$ cat config.mk
export PLATFORM = sky130hd
export DESIGN_NAME = fast_cmd_scheduler
export DESIGN_NICKNAME = d
export VERILOG_FILES = /design/src/rtl/fast_ctrl_pkg.sv /design/src/rtl/fc_edge_detect.sv /design/src/rtl/fast_cmd_scheduler.sv
export SDC_FILE = /design/constraint.sdc
export NUM_CORES = 1
export LEC_CHECK = 0
export CAP_MARGIN = 5
export CORE_MARGIN = 2
export CORE_UTILIZATION = 37
export CTS_CLUSTER_SIZE = 24
export DETAILED_ROUTE_END_ITERATION = 8
export GPL_TIMING_DRIVEN = 0
export PLACE_DENSITY_LB_ADDON = 0.2
export SYNTH_ARGS = -nofsm -noshare
export SYNTH_HDL_FRONTEND = slang
export SYNTH_SLANG_ARGS = --single-unit
$ cat constraint.sdc
create_clock -name clk -period 8 [get_ports clk]
set_clock_uncertainty 0.2 [all_clocks]
set_input_delay 1.2 -clock clk [delete_from_list [all_inputs] [get_ports clk]]
set_output_delay 1.2 -clock clk [all_outputs]
set_load 0.02 [all_outputs]
$ cat src/rtl/fast_ctrl_pkg.sv
// Shared constants, FSM state encoding and the saturating drop-count helper
// for the fast-control command scheduler.
package fast_ctrl_pkg;

  localparam int unsigned ORBIT_LEN_DEF    = 3564;
  localparam int unsigned BX_W             = 12;
  localparam int unsigned HOLDOFF_DEF      = 16;
  localparam int unsigned ABORT_ORBITS_DEF = 2;
  localparam int unsigned DROP_W           = 8;

  typedef enum logic [1:0] {
    StIdle     = 2'd0,
    StWaitQrst = 2'd1,
    StWaitWte  = 2'd2,
    StHoldoff  = 2'd3
  } fc_state_e;

  function automatic logic [DROP_W-1:0] drop_sat_add(input logic [DROP_W-1:0] cnt,
                                                     input logic [1:0]        inc);
    logic [DROP_W:0] sum;
    sum = {1'b0, cnt} + {{(DROP_W-1){1'b0}}, inc};
    return sum[DROP_W] ? '1 : sum[DROP_W-1:0];
  endfunction

endpackage

$ cat src/rtl/fc_edge_detect.sv
// Registers a request line and flags its rising edge. A line held high through
// reset is ignored until it has been seen low at least once.
module fc_edge_detect (
  input  logic clk,
  input  logic reset,
  input  logic req,
  output logic rise
);

  logic req_r;
  logic req_prev;
  logic armed;

  always_ff @(posedge clk) begin
    if (reset) begin
      req_r    <= 1'b0;
      req_prev <= 1'b0;
      armed    <= ~req;
    end else begin
      req_r    <= req;
      req_prev <= req_r;
      if (!req) begin
        armed <= 1'b1;
      end
    end
  end

  assign rise = armed & req_r & ~req_prev;

endmodule

$ cat src/rtl/fast_cmd_scheduler.sv
// Schedules QIE-reset and WTE commands onto a programmable bunch crossing,
// with a post-issue holdoff, an orbit-count abort and a saturating drop counter.
module fast_cmd_scheduler
  import fast_ctrl_pkg::*;
#(
  parameter int unsigned ORBIT_LEN    = ORBIT_LEN_DEF,
  parameter int unsigned HOLDOFF      = HOLDOFF_DEF,  // must be >= 1
  parameter int unsigned ABORT_ORBITS = ABORT_ORBITS_DEF  // must be >= 1
) (
  input  logic              clk,
  input  logic              reset_in,
  input  logic              bc0_in,
  input  logic              qrst_req_in,
  input  logic              wte_req_in,
  input  logic [BX_W-1:0]   qrst_bx_in,
  input  logic [BX_W-1:0]   wte_bx_in,
  output logic              qie_reset_out,
  output logic              wte_out,
  output logic [BX_W-1:0]   bx_count_out,
  output logic              busy_out,
  output logic [DROP_W-1:0] drop_count_out
);

  localparam int unsigned HW = $clog2(HOLDOFF + 1);
  localparam int unsigned AW = $clog2(ABORT_ORBITS + 1);
  localparam logic [BX_W-1:0] BX_LAST    = BX_W'(ORBIT_LEN - 1);
  localparam logic [HW-1:0]   HOLD_LOAD  = HW'(HOLDOFF - 1);
  localparam logic [AW-1:0]   ABORT_LAST = AW'(ABORT_ORBITS - 1);

  fc_state_e       state;
  logic            qrst_pend;
  logic            wte_pend;
  logic [HW-1:0]   hold_cnt;
  logic [AW-1:0]   abort_cnt;

  logic            qrst_rise;
  logic            wte_rise;
  logic            wrap;
  logic            qrst_hit;
  logic            wte_hit;
  logic            abort_due;
  logic            qrst_abort;
  logic            wte_abort;
  logic            qrst_clr;
  logic            wte_clr;
  logic            qrst_drop;
  logic            wte_drop;
  logic [1:0]      drop_inc;

  fc_edge_detect u_qrst_edge (
    .clk   (clk),
    .reset (reset_in),
    .req   (qrst_req_in),
    .rise  (qrst_rise)
  );

  fc_edge_detect u_wte_edge (
    .clk   (clk),
    .reset (reset_in),
    .req   (wte_req_in),
    .rise  (wte_rise)
  );

  always_comb begin
    wrap       = bc0_in | (bx_count_out == BX_LAST);
    qrst_hit   = (state == StWaitQrst) & (bx_count_out == qrst_bx_in);
    wte_hit    = (state == StWaitWte) & (bx_count_out == wte_bx_in);
    abort_due  = wrap & (abort_cnt == ABORT_LAST);
    qrst_abort = (state == StWaitQrst) & ~qrst_hit & abort_due;
    wte_abort  = (state == StWaitWte) & ~wte_hit & abort_due;
    qrst_clr   = qrst_hit | qrst_abort;
    wte_clr    = wte_hit | wte_abort;
    // A new edge coinciding with the flag clearing re-arms it instead of dropping.
    qrst_drop  = qrst_rise & qrst_pend & ~qrst_clr;
    wte_drop   = wte_rise & wte_pend & ~wte_clr;
    drop_inc   = {1'b0, qrst_drop} + {1'b0, wte_drop} + {1'b0, qrst_abort | wte_abort};
  end

  always_ff @(posedge clk) begin
    if (reset_in) begin
      state          <= StIdle;
      busy_out       <= 1'b0;
      bx_count_out   <= '0;
      qrst_pend      <= 1'b0;
      wte_pend       <= 1'b0;
      hold_cnt       <= '0;
      abort_cnt      <= '0;
      drop_count_out <= '0;
      qie_reset_out  <= 1'b0;
      wte_out        <= 1'b0;
    end else begin
      bx_count_out   <= wrap ? '0 : bx_count_out + BX_W'(1);
      qrst_pend      <= qrst_rise | (qrst_pend & ~qrst_clr);
      wte_pend       <= wte_rise | (wte_pend & ~wte_clr);
      drop_count_out <= drop_sat_add(drop_count_out, drop_inc);
      qie_reset_out  <= qrst_hit;
      wte_out        <= wte_hit;

      case (state)
        StIdle: begin
          abort_cnt <= '0;
          if (qrst_pend) begin
            state    <= StWaitQrst;
            busy_out <= 1'b1;
          end else if (wte_pend) begin
            state    <= StWaitWte;
            busy_out <= 1'b1;
          end
        end
        StWaitQrst, StWaitWte: begin
          if (qrst_hit | wte_hit) begin
            state    <= StHoldoff;
            hold_cnt <= HOLD_LOAD;
          end else if (qrst_abort | wte_abort) begin
            state    <= StIdle;
            busy_out <= 1'b0;
          end else if (wrap) begin
            abort_cnt <= abort_cnt + AW'(1);
          end
        end
        StHoldoff: begin
          if (hold_cnt == '0) begin
            state    <= StIdle;
            busy_out <= 1'b0;
          end else begin
            hold_cnt <= hold_cnt - HW'(1);
          end
        end
        default: begin
          state    <= StIdle;
          busy_out <= 1'b0;
        end
      endcase
    end
  end

endmodule

# Word level (Yosys, flattened, before mapping)
# Cells that the tools add are included.
[word_totals] reg_bits=40 in_bits=29 output_inout_bits=23 word_cells=106
[op_classes] n_mux=24 reduce_logical=10 n_bitwise=32 eq_ne=18 n_addsub=6
[ops] operator="== test 12 bit" count=2
[ops] operator="!= test 2 bit (second input constant)" count=9
[ops] operator="bitwise AND 1 bit" count=17
[ops] operator="2-to-1 mux 2 bit" count=8
[ops] operator="adder 12 x 1 -> 12 bit (second input constant)" count=1
[ops] operator="== test 12 bit (second input constant)" count=1
[ops] operator="2-to-1 mux 5 bit" count=2
[ops] operator="one-hot mux 5 bit (2 select lines)" count=1
[ops] operator="adder 8 x 2 -> 9 bit" count=1
[ops] operator="2-to-1 mux 1 bit" count=9
[ops] operator="2-to-1 mux 8 bit" count=1
[ops] operator="NOT 1 bit" count=8
[ops] operator="AND reduction 4 bit" count=2
[ops] operator="OR 1 bit" count=7
[ops] operator="!= test 3 bit (second input constant)" count=2
[ops] operator="one-hot mux 2 bit (3 select lines)" count=1
[ops] operator="AND reduction 3 bit" count=2
[ops] operator="logical NOT 5 bit" count=1
[ops] operator="subtractor 5 x 1 -> 5 bit (second input constant)" count=1
[ops] operator="== test 2 x 1 -> 1 bit (second input constant)" count=2
[ops] operator="== test 2 bit (second input constant)" count=2
[ops] operator="one-hot mux 2 bit (2 select lines)" count=1
[ops] operator="nonzero test 2 bit" count=2
[ops] operator="OR reduction 2 bit" count=2
[ops] operator="other kinds (5)" count=5

# Logic depth before layout (Yosys ltp)
# Gate-level depths: netlist of the first run.
[logic_depth] ltp_word=12 depth_mapped=14

# Modules after synthesis
# Synthesis of the first run repeated with hierarchy kept, for this count alone.
[hier_totals] cells_unflattened=248 hier_area_um2=2228.4
[modules_own_cells] module="fast_cmd_scheduler" cells_each=232 seq_area_each_um2=680.7 instances=1 area_each_um2=2025.7
[modules_own_cells] module="fc_edge_detect" cells_each=8 seq_area_each_um2=70.1 instances=2 area_each_um2=101.3

# Least setup slack after synthesis of the first run
# No wires, ideal clock.
[synth_timing] path_kind="input to register" startpoint="input bc0_in" endpoint="register drop_count_out[0]" arrival_ps=3674 path_stages=12 path_buffers=0 setup_ps=132 setup_slack_ps=3994 cell_sequence="a31oi_1 nor2b_1 o21ai_0 nand2_1 or2_2 fa_1 inv_1 ha_1 fa_1 and2_1 nand3_1 a21oi_1"
[synth_between] elab_chain_cells=10 elab_cells_between_ends=15 cone_classes="3 x add/sub; 1 x mux; 11 x bitwise"
[synth_rtl] element="start: declaration" line_no="fast_cmd_scheduler.sv:12" text="input logic bc0_in,"
[synth_rtl] element="OR 1 bit (*)" line_no="fast_cmd_scheduler.sv:65" text="wrap = bc0_in | (bx_count_out == BX_LAST);"
[synth_rtl] element="bitwise AND 1 bit (*)" line_no="fast_cmd_scheduler.sv:68" text="abort_due = wrap & (abort_cnt == ABORT_LAST);"
[synth_rtl] element="bitwise AND 1 bit, on equally long branches" line_no="fast_cmd_scheduler.sv:69, fast_cmd_scheduler.sv:70"
[synth_rtl] element="OR 1 bit, on equally long branches" line_no="fast_cmd_scheduler.sv:71, fast_cmd_scheduler.sv:72"
[synth_rtl] element="NOT 1 bit, on equally long branches" line_no="fast_cmd_scheduler.sv:74, fast_cmd_scheduler.sv:75"
[synth_rtl] element="bitwise AND 1 bit, on equally long branches" line_no="fast_cmd_scheduler.sv:74, fast_cmd_scheduler.sv:75"
[synth_rtl] element="adder 1 x 1 -> 2 bit" line_no="fast_cmd_scheduler.sv:76" text="drop_inc = {1'b0, qrst_drop} + {1'b0, wte_drop} + {1'b0, qrst_abort | wte_abort};"
[synth_rtl] element="adder 2 x 1 -> 2 bit (*)" line_no="fast_cmd_scheduler.sv:76"
[synth_rtl] element="adder 8 x 2 -> 9 bit (*)" line_no="fast_ctrl_pkg.sv:21" text="sum = {1'b0, cnt} + {{(DROP_W-1){1'b0}}, inc};"
[synth_rtl] element="2-to-1 mux 8 bit (*)" line_no="fast_ctrl_pkg.sv:22" text="return sum[DROP_W] ? '1 : sum[DROP_W-1:0];"
[synth_rtl] element="end signal: assignment" line_no="fast_cmd_scheduler.sv:95" text="drop_count_out <= drop_sat_add(drop_count_out, drop_inc);"
[synth_rtl] element="end: declaration" line_no="fast_cmd_scheduler.sv:21" text="output logic [DROP_W-1:0] drop_count_out"
# Mark *: on every way between the ends. The rest lies on a longest branch, timed or not.
# A chain may end at the register's enable or synchronous reset.

# Final worst setup path of the first run
# Ends and elaborated chain as after synthesis.

==> run_results.csv, run 1 <==
group,metric,value,unit
route,wl_per_cell,13.2,µm
timing,period_minus_slack,4.60,ns
final_layout,ff_latch_area,821,µm²
timing,tns,0,ns
final_layout,antenna_cells,0,
route,dr.pass1.iters,4,
timing,hold_viol,0,
clock_tree,clk_pin_slew,0.08,ns
pwr,p_leak,1.07,nW
final_layout,area_growth,30.1,%
logic_synthesis,synth_seq_cells,40,
floorplanning,dieArea,6810,µm²
clock_tree,postCtsResizedCells,0,
timing,finalSetupViolCount,0,
global_route,grt_pass1_wl,7.99,mm
logic_synthesis,netlist_area,2280,µm²
route,drt_iter0_markers,49,
worst_hold_path,hold_path_class,"reg -> reg",
logic_synthesis,netlist.area_leader.share,33.4,%
logic_synthesis,synth_edf_count,2,
logic_synthesis,syn-num-nets,287,
clock_tree,post_cts_buffers,0,
clock_tree,clockBufferDepth,2,
placed_design,pre_cts_ws,3.11,ns
final_layout,design_area,2970,µm²
floorplanning,design.core.area,5960,µm²
logic_synthesis,yosysUniqueCellTypes,45,
status,outcome,"complete, no violations",
timing,holdWs,0.267,ns
timing,fin_crit_sh,57.5,%
logic_synthesis,yosysSeqAreaShare,36.0,%
clock_tree,postCtsHoldBufs,0,
clock_tree,cts_buffers,5,
placed_design,gp_congestion,0.818,
worst_setup_path,path_class,"in -> reg",
logic_synthesis,synthFlopType,"dfxtp_1",
clock_tree,cts_tree,"built",
global_route,antenna_found_initial,0,
timing,maxSlewHeadroom,63.4,%
floorplanning,placementRows,28,
route,num_vias,1851,
clock_tree,clk_latency,0.29,ns
floorplanning,io-pin-count,52,
route,viasPerCell,4.88,
global_route,grt_usage,15.8,%
worst_setup_path,startpoint_type,"input pin",
floorplanning,initial_utilization,38.3,%
floorplanning,dieWidth,82.5,µm
final_layout,multi_input_area,1300,µm²
placed_design,numPortBuffers,50,
logic_synthesis,syn_inst,246,
worst_setup_path,endpoint_kind,"flip-flop",
logic_synthesis,async_reset_ff_share,0,%
pwr,ir_worst_vdd,0.125,mV
worst_setup_path,arrival,4.56,ns
worst_setup_path,required,7.96,ns
global_route,grt_pass1_vias,1676,
final_layout,fin_nets,344,
logic_synthesis,synthTopCellsByArea,"dfxtp_1 (33%), xnor2_1 (9.6%), ha_1 (5.5%)",
route,post-route-drc-count,0,
timing,max_freq,217,MHz
placed_design,placed_cell_area,2880,µm²
pwr,p_per_area,198,nW/µm²
global_route,grt_max_degree,13,
final_layout,drive_gt1_share,8.55,%
timing,setup_ws,3.40,ns
logic_synthesis,yosys.area.top_type,"dfxtp_1",
placed_design,dpl.hpwl,3.80,mm
logic_synthesis,postSynthAreaPerCell,9.27,µm²
timing,maxSlewViolCount,0,
final_layout,n_fill_cell,594,
worst_setup_path,crit_fanout,6,
flow_run,drv_cap,0,
floorplanning,die_y,82.5,µm
logic_synthesis,ys_warn_count,0,
route,wirelength,5.00,mm
route,ant_nets,0,
global_route,globalRouteOverflowTotal,0,
timing,worst_pin_slew,0.550,ns
clock_tree,cts_max_level,2,
clock_tree,cts_root_buffer,"clkbuf_8",
clock_tree,cts_sinks,40,
timing,rsz0062_at_grt,"false",
==> worst paths after layout <==
check,endpoint,slack [ns],cells past startpoint,start
setup / recovery,drop_count_out[0]$_SDFF_PP0_,3.40,13,bc0_in
hold / removal,u_qrst_edge.req_prev$_SDFF_PP0_,0.27,1,u_qrst_edge.req_r$_SDFF_PP0_
setup reg to reg,drop_count_out[0]$_SDFF_PP0_,3.79,14,bx_count_out[0]$_SDFF_PP0_
hold reg to reg,u_qrst_edge.req_prev$_SDFF_PP0_,0.27,1,u_qrst_edge.req_r$_SDFF_PP0_
==> cell type report <==
type	count	share of cell area [%]
sequential	40	27.7
buffer	13	3.12
clock buffer	6	2.78
timing repair buffer	50	16.9
multi-input combinational	176	43.9
tap	75	3.16
clock inverter	2	0.337
inverter	17	2.15
==> routing by layer <==
| layer | vias to the layer above | wire length (µm) | share of wire (%) | global-route usage, % |
|---|---|---|---|---|
| met1 | 865 | 2420 | 48 | 21.1 |
| met3 | 4 | 196 | 3.9 | 4.78 |
| met4 | 0 | 50 | 1.0 | 4.92 |
| met5 | - | 0 | 0 | 0 |
| met2 | 31 | 2330 | 47 | 24.3 |
| li1 | 951 | - | - | - |
==> flip-flops by register name (all words and copies together), names as in the netlist <==
name	cells
qie_reset_out	1
abort_cnt	2
state	2
hold_cnt	5
drop_count_out	8
u_qrst_edge.armed	1
wte_out	1
u_wte_edge.armed	1
u_wte_edge.req_r	1
u_qrst_edge.req_r	1
qrst_pend	1
bx_count_out	12
u_wte_edge.req_prev	1
busy_out	1
u_qrst_edge.req_prev	1
wte_pend	1
==> through the flow <==
step                      std cells  utilization (%)  total power, mW
after CTS                       379             49.8            0.596
final                           379             49.8            0.589
after global routing            379             49.8            0.632
after global placement          371             48.3            0.448
after floorplan                 246                -            0.396
after detailed placement        371             48.3            0.450
==> placed cells by master, fill, tap and decap left out, types with 8 or more instances in the layout <==
cell             count
clkdlybuf4s50_1     50
xnor2_1             25
ha_1                10
a21oi_1             10
nor2_1              22
inv_1               17
nand3_1              8
xor2_1              11
nor2b_1              8
nand4_1             10
dfxtp_1             38
==> power by group <==
group | internal (mW) | switching, mW | total (mW) | leakage [nW]
Combinational | 0.0984 | 0.105 | 0.204 | 0.694
Sequential | 0.224 | 0.0201 | 0.244 | 0.328
Clock | 0.0689 | 0.0726 | 0.141 | 0.0510
==> critical path, stage by stage <==
cell	delay (ns)
clkdlybuf4s50_1	0.41
a31oi_1	0.30
nor2b_1	0.14
o21ai_0	0.37
nand2_1	0.12
or2_2	0.30
fa_1	0.51
inv_1	0.04
ha_1	0.22
fa_1	0.45
and2_1	0.19
nand3_1	0.20
a21oi_1	0.10
==> Yosys cell counts, types with 3 or more instances <==
cell type and number:
a21oi_1 10, and2_1 3, nand2_1 7, nand3b_1 6, nand3_1 8, nand4_1 10
a31oi_1 4, ha_1 10, inv_1 17, dfxtp_1 38, xor2_1 11, nor3b_1 3
xnor2_2 3, clkbuf_1 5, nor2b_1 8, nand2b_1 7, o21ai_0 3, mux2i_1 4
xnor2_1 25, nor2_1 22, nor3_1 6, buf_6 5, and3_1 3
==> logic make-up after synthesis <==
kind of cell               after synthesis  synth area share, %
AOI/OAI and AO/OA                       28                 8.72
DFF                                     40                 36.0
and+or+nand+nor                         91                 22.5
xor gates and xnor gates                39                 16.0
buffers and inverters                   30                 6.86
muxes                                    6                 2.74
adders and majority gates               12                 7.24
(Power assumes the default switching activity.)
==> run 2: changes to the inputs <==
- clock period: 8 -> 4.75 ns (I/O delays scaled with it)
==> results of run 2 <==
The final DEF is identical to that of run 1. Status: complete, no violations.
Main changes from that run: setup slack after placement 3.11 ns -> 0.350 ns; setup slack after layout 3.40 ns -> 0.541 ns; start point of the critical path bc0_in -> bx_count_out[0]$_SDFF_PP0_; register-to-register setup slack 3.79 ns -> 0.54 ns; total power 0.589 mW -> 0.992 mW; worst IR drop on VDD 0.125 mV -> 0.211 mV
==> run 3: changes to the inputs <==
- SLEW_MARGIN: unset -> 20
==> results of run 3 <==
The final DEF is identical to that of run 1. Status: complete, no violations.
Main changes from that run: setup slack after placement 3.11 ns -> 0.350 ns; setup slack after layout 3.40 ns -> 0.541 ns; start point of the critical path bc0_in -> bx_count_out[0]$_SDFF_PP0_; register-to-register setup slack 3.79 ns -> 0.54 ns; total power 0.589 mW -> 0.992 mW; worst IR drop on VDD 0.125 mV -> 0.211 mV
